**src/rtl/kcalc_sequencer.sv**
```systemverilog
`default_nettype none
// ============================================================================
// Module   : kcalc_sequencer
// Purpose  : Measures the reference period P in clk cycles (rise to rise of a
//            synchronised ref_in) and computes K = floor(P / mult) with a
//            serial restoring divider. K is handed to the frequency-multiplier
//            controller together with a one-cycle kcalc strobe.
// Ports    : clk    - system clock, rising edge
//            rst    - synchronous active-high reset
//            start  - begin measure-and-divide (honoured only when idle)
//            ref_in - asynchronous reference signal
//            mult   - divisor, captured when start is accepted
//            k      - last good K, held until the next successful result
//            kcalc  - one-cycle strobe, k valid in the same cycle
//            busy   - high whenever the sequencer is not idle
//            err    - sticky error (mult==0, timeout, or K==0)
// Revision : 1.0 - initial release
// ============================================================================
module kcalc_sequencer #(
    parameter int PW = 16,
    parameter int MW = 4
) (
    input  logic          clk,
    input  logic          rst,
    input  logic          start,
    input  logic          ref_in,
    input  logic [MW-1:0] mult,
    output logic [PW-1:0] k,
    output logic          kcalc,
    output logic          busy,
    output logic          err
);

    localparam logic [2:0] c_ST_IDLE    = 3'd0;
    localparam logic [2:0] c_ST_SYNC    = 3'd1;
    localparam logic [2:0] c_ST_MEASURE = 3'd2;
    localparam logic [2:0] c_ST_DIVIDE  = 3'd3;
    localparam logic [2:0] c_ST_DONE    = 3'd4;

    // Iteration counter is one bit wider than strictly needed so that any PW
    // (including powers of two) fits without wrap ambiguity.
    localparam int               c_IW   = $clog2(PW) + 1;
    localparam logic [c_IW-1:0]  c_LAST = c_IW'(PW - 1);

    logic [2:0]    r_state;
    logic          r_s1;
    logic          r_s2;
    logic          r_s3;
    logic [PW-1:0] r_cnt;
    logic [MW-1:0] r_mult;
    logic [PW-1:0] r_quo;
    logic [PW:0]   r_rem;
    logic [c_IW-1:0] r_iter;

    logic          w_rise;
    logic [PW-1:0] w_cnt_inc;
    logic          w_cnt_sat;
    logic [PW:0]   w_div;
    logic [PW:0]   w_trial;
    logic          w_ge;
    logic [PW:0]   w_rem_nxt;
    logic [PW-1:0] w_quo_nxt;

    assign w_rise    = r_s2 & ~r_s3;
    assign w_cnt_inc = r_cnt + PW'(1);
    // Counting stops one short of all-ones: the measurement is abandoned
    // rather than allowed to wrap into a bogus small period.
    assign w_cnt_sat = (w_cnt_inc == {PW{1'b1}});

    // Restoring divider step: the dividend is shifted in MSB first through
    // r_quo, and quotient bits are shifted in at its LSB as it empties.
    // A 1 leaving the top of the remainder means the trial value certainly
    // exceeds the divisor, so it participates in the compare.
    assign w_div     = (PW + 1)'(r_mult);
    assign w_trial   = {r_rem[PW-1:0], r_quo[PW-1]};
    assign w_ge      = r_rem[PW] | (w_trial >= w_div);
    assign w_rem_nxt = w_ge ? (w_trial - w_div) : w_trial;
    assign w_quo_nxt = {r_quo[PW-2:0], w_ge};

    always_ff @(posedge clk) begin
        if (rst) begin
            r_state <= c_ST_IDLE;
            r_s1    <= 1'b0;
            r_s2    <= 1'b0;
            r_s3    <= 1'b0;
            r_cnt   <= '0;
            r_mult  <= '0;
            r_quo   <= '0;
            r_rem   <= '0;
            r_iter  <= '0;
            k       <= '0;
            kcalc   <= 1'b0;
            busy    <= 1'b0;
            err     <= 1'b0;
        end else begin
            r_s1  <= ref_in;
            r_s2  <= r_s1;
            r_s3  <= r_s2;
            kcalc <= 1'b0;

            case (r_state)
                c_ST_IDLE: begin
                    if (start) begin
                        if (mult == '0) begin
                            err <= 1'b1;
                        end else begin
                            r_mult  <= mult;
                            err     <= 1'b0;
                            r_cnt   <= '0;
                            busy    <= 1'b1;
                            r_state <= c_ST_SYNC;
                        end
                    end
                end

                c_ST_SYNC: begin
                    if (w_rise) begin
                        r_cnt   <= PW'(1);
                        r_state <= c_ST_MEASURE;
                    end else if (w_cnt_sat) begin
                        err     <= 1'b1;
                        busy    <= 1'b0;
                        r_state <= c_ST_IDLE;
                    end else begin
                        r_cnt <= w_cnt_inc;
                    end
                end

                c_ST_MEASURE: begin
                    if (w_rise) begin
                        r_quo   <= r_cnt;
                        r_rem   <= '0;
                        r_iter  <= '0;
                        r_state <= c_ST_DIVIDE;
                    end else if (w_cnt_sat) begin
                        err     <= 1'b1;
                        busy    <= 1'b0;
                        r_state <= c_ST_IDLE;
                    end else begin
                        r_cnt <= w_cnt_inc;
                    end
                end

                c_ST_DIVIDE: begin
                    r_quo  <= w_quo_nxt;
                    r_rem  <= w_rem_nxt;
                    r_iter <= r_iter + c_IW'(1);
                    if (r_iter == c_LAST) begin
                        // k and kcalc are registered here so both are visible
                        // throughout the DONE cycle.
                        r_state <= c_ST_DONE;
                        if (w_quo_nxt != '0) begin
                            k     <= w_quo_nxt;
                            kcalc <= 1'b1;
                        end
                    end
                end

                c_ST_DONE: begin
                    // A zero quotient means P < mult; the previous K is kept.
                    if (r_quo == '0) begin
                        err <= 1'b1;
                    end
                    busy    <= 1'b0;
                    r_state <= c_ST_IDLE;
                end

                default: begin
                    busy    <= 1'b0;
                    r_state <= c_ST_IDLE;
                end
            endcase
        end
    end

endmodule
`default_nettype wire

```
**config.mk**
```make
export PLATFORM = sky130hd
export DESIGN_NAME = kcalc_sequencer
export DESIGN_NICKNAME = d
export VERILOG_FILES = /design/src/rtl/kcalc_sequencer.sv
export SDC_FILE = /design/constraint.sdc
export NUM_CORES = 1
export LEC_CHECK = 0
export ABC_AREA = 1
export BUFFER_PORTS_ARGS = -buffer_cell sky130_fd_sc_hd__buf_2
export CAP_MARGIN = 20
export CORE_MARGIN = 2
export CORE_UTILIZATION = 65
export DETAILED_ROUTE_END_ITERATION = 12
export GPL_TIMING_DRIVEN = 0
export HOLD_SLACK_MARGIN = 0.12
export PLACE_DENSITY_LB_ADDON = 0.12
export SLEW_MARGIN = 5
export SYNTH_ARGS = -nofsm -noshare
export SYNTH_HDL_FRONTEND = slang
export SYNTH_SLANG_ARGS = --single-unit
```
**constraint.sdc**
```tcl
create_clock -name clk -period 5.54 [get_ports clk]
set_input_delay 1.108 -clock clk [delete_from_list [all_inputs] [get_ports clk]]
set_output_delay 1.108 -clock clk [all_outputs]
set_load 0.05 [all_outputs]
```
==> flow_summary.json <==
{
  "synth_flop_cell": "dfxtp_1",
  "final_antenna_net_count": 0,
  "hold_path_class": "reg -> reg",
  "ir_drop_v": 0.000166,
  "placed_cell_area_um2": 4620,
  "pin_count": 27,
  "synth_cell_type_count": 40,
  "maxCapViolCount": 0,
  "cpMostUsedCell": "nand2_1",
  "min_from": "r_s1",
  "critPathArrivalTime_ns": 2.74,
  "port_buffers": 25,
  "tritoncts": "yes",
  "cts_made_buffers": 9,
  "yosysTopAreaCell": "dfxtp_1",
  "avgSynthCellArea_um2": 6.89,
  "gp_congestion": 0.945,
  "syn_nets": 655,
  "cts_setup_buffers": 0,
  "cts.sinks": 83,
  "synth_seq_area_share": 0.378,
  "fin_cells": 756,
  "worst_pin_slew_ns": 0.600,
  "drt_wl_total_um": 10600,
  "rows": 29,
  "drive_above_1_share": 0.119,
  "fin_tns_setup_ns": 0,
  "grt_pass1_wl_um": 17800,
  "cp-startpoint": "r_mult[2]",
  "grt_max_degree": 15,
  "drt_iter0_drc": 297,
  "dp.cells": 740,
  "clockBufferDepth": 2,
  "synth-edff-count": 0,
  "worst_path_max_delay_cell": "ha_1",
  "hold_violations": 0,
  "fin_nets": 691,
  "status": "finished clean",
  "yosysMostFrequentCell": "nand2_1",
  "p_total_mw": 1.35,
  "maxSlewHeadroom": 0.596,
  "synth_seq_cells": 83,
  "fmax_ghz": 0.404,
  "die_area_um2": 7430,
  "r2r_start": "r_mult[2]",
  "fp.dieH_um": 86.2,
  "fin_ws_ns": 3.06,
  "finalSetupViolCount": 0,
  "wl_per_cell_um": 14.0,
  "syn2layout_area_growth_pct": 10.9,
  "overflow": 0,
  "num_antenna_cells": 0,
  "min_period_ns": 2.48,
  "grt_pass1_vias": 3820,
  "p_sw_uw": 359,
  "path_clk_slew_ns": 0.09,
  "antenna_found_initial": 0,
  "grtUsageTotal": 0.299,
  "synth_area_leaders": "dfxtp_1, nand2_1, nand3_1",
  "path_class": "reg -> reg",
  "cpPeakStageDelay_ns": 0.38,
  "yosys-top-cells-count": "nand2_1, dfxtp_1, nor2_1",
  "path_max_fanout": 10,
  "cp-start-kind": "flip-flop",
  "worstPathRequired_ns": 5.80,
  "cts_resized": 0,
  "slew_viol_final": 0,
  "syn_area_um2": 4390,
  "clockPowerShare": 0.414,
  "sw_frac_of_total": 0.267,
  "seqPwrFrac": 0.456,
  "p_int_uw": 986,
  "cts-root-buf": "clkbuf_8",
  "p_leak_nw": 2.09,
  "design_area_um2": 4870,
  "crit_path_cell_trace": "inv_1 -> ha_1 -> a21oi_1 -> nand2_1 -> a21oi_2 -> nand2_2 -> nor2_4 -> nand3_1 -> nand3_2 -> nor2_4 -> buf_6 -> nand2_1 -> nand2_1",
  "cts_htree_levels": 3,
  "die_w_um": 86.2,
  "fin_crit_sh": 0.447,
  "p_comb_frac": 0.130,
  "core_um2": 6460,
  "async_reset_ff_frac": 0,
  "vias": 4295,
  "insertion_delay_ns": 0.37,
  "drc": 0,
  "start_util": 0.680,
  "netlist_instances": 638,
  "dp_hpwl_um": 7650,
  "power.density_nw_per_um2": 276,
  "clock_skew_ns": 0.0101,
  "pre_cts_slack_ns": 2.79,
  "postCtsHoldBufs": 0,
  "dr.pass1.iters": 6,
  "ys.warnings.count": 0,
  "rsz0062_at_grt": "no",
  "synth_top_area_frac": 0.378,
  "endpoint_kind": "flip-flop",
  "vias_per_cell": 5.68
}
## kinds of logic after synthesis
kind of cell,count (synthesis),synth area share
AND/OR/NAND/NOR,344,0.358
XOR/XNOR,15,0.0316
AO/OA/AOI/OAI,101,0.128
buffers and inverters,86,0.0769
flip-flops,83,0.378
adder cells (fa/ha/maj),9,0.0273
## metal layers
| metal | vias up | share of wire | global-route usage |
|---|---|---|---|
| met4 | 0 | 0.022 | 0.105 |
| met1 | 1958 | 0.46 | 0.420 |
| li1 | 2153 | - | - |
| met2 | 160 | 0.46 | 0.465 |
| met5 | - | 0 | 0 |
| met3 | 24 | 0.061 | 0.0543 |
## state kept, by name, indices dropped and copies added (netlist names)
signal   count
err          1
r_s2         1
r_cnt       16
busy         1
r_s1         1
kcalc        1
r_state      3
r_s3         1
r_iter       5
k           16
r_rem       17
r_mult       4
r_quo       16
## worst paths after layout
kind	slack, ns	end	depth (start not counted)
min reg2reg	0.40	r_s2	2
min	0.40	r_s2	2
max reg2reg	3.06	k[1]	13
max	3.06	k[1]	13
## layout make-up
| type | count | area [µm²] |
|---|---|---|
| buffer | 25 | 109 |
| clock buffer | 11 | 151 |
| multi-input combinational | 469 | 2390 |
| inverter | 61 | 229 |
| timing repair buffer | 25 | 125 |
| clock inverter | 5 | 108 |
| fill | 521 | 1580 |
| tap | 77 | 96.3 |
| sequential | 83 | 1660 |
## through the flow
stage / utilization / hold slack (ns)
after floorplan: - / 0.388
after global placement: 0.715 / 0.391
after detailed placement: 0.715 / 0.396
after CTS: 0.755 / 0.407
after global routing: 0.755 / 0.461
final: 0.755 / 0.404
## cells in the final DEF, fill, tap and decap left out, types with 2 or more instances in the layout
master     instances
clkbuf_8          11
nor4_1             2
a21oi_1           44
xnor2_1            2
nand2_1          170
dfxtp_1           83
nor2_2             3
ha_1               8
nor2_4             7
nand3_2            4
inv_1             59
buf_1              2
xor2_1            12
nor3_1             4
a31oi_1           15
bufinv_16          3
or2_2              3
nand2_4            2
nand4_1           16
nand3b_1           2
nand2_2            9
clkbuf_1          18
nand3_1           52
inv_2              2
nor2_1            67
o21ai_0           29
buf_2             28
a22oi_1            6
## critical path, delay by kind of cell (launching register included)
family | cells | cell delay [ns]
and+or+nand+nor | 8 | 1.01
buffers and inverters | 2 | 0.21
adders and majority gates | 1 | 0.38
DFF | 1 | 0.32
AOI/OAI and AO/OA | 2 | 0.45
## power groups by stage
stage | clock, mW | sequential, mW | combinational (mW)
floorplan | 0 | 0.632 | 0.123
global placement | 0 | 0.627 | 0.165
CTS | 0.555 | 0.613 | 0.171
finish | 0.557 | 0.613 | 0.175
global route | 0.586 | 0.615 | 0.195
detailed placement | 0 | 0.627 | 0.167
No activity file was read; power rests on OpenSTA's default activity.
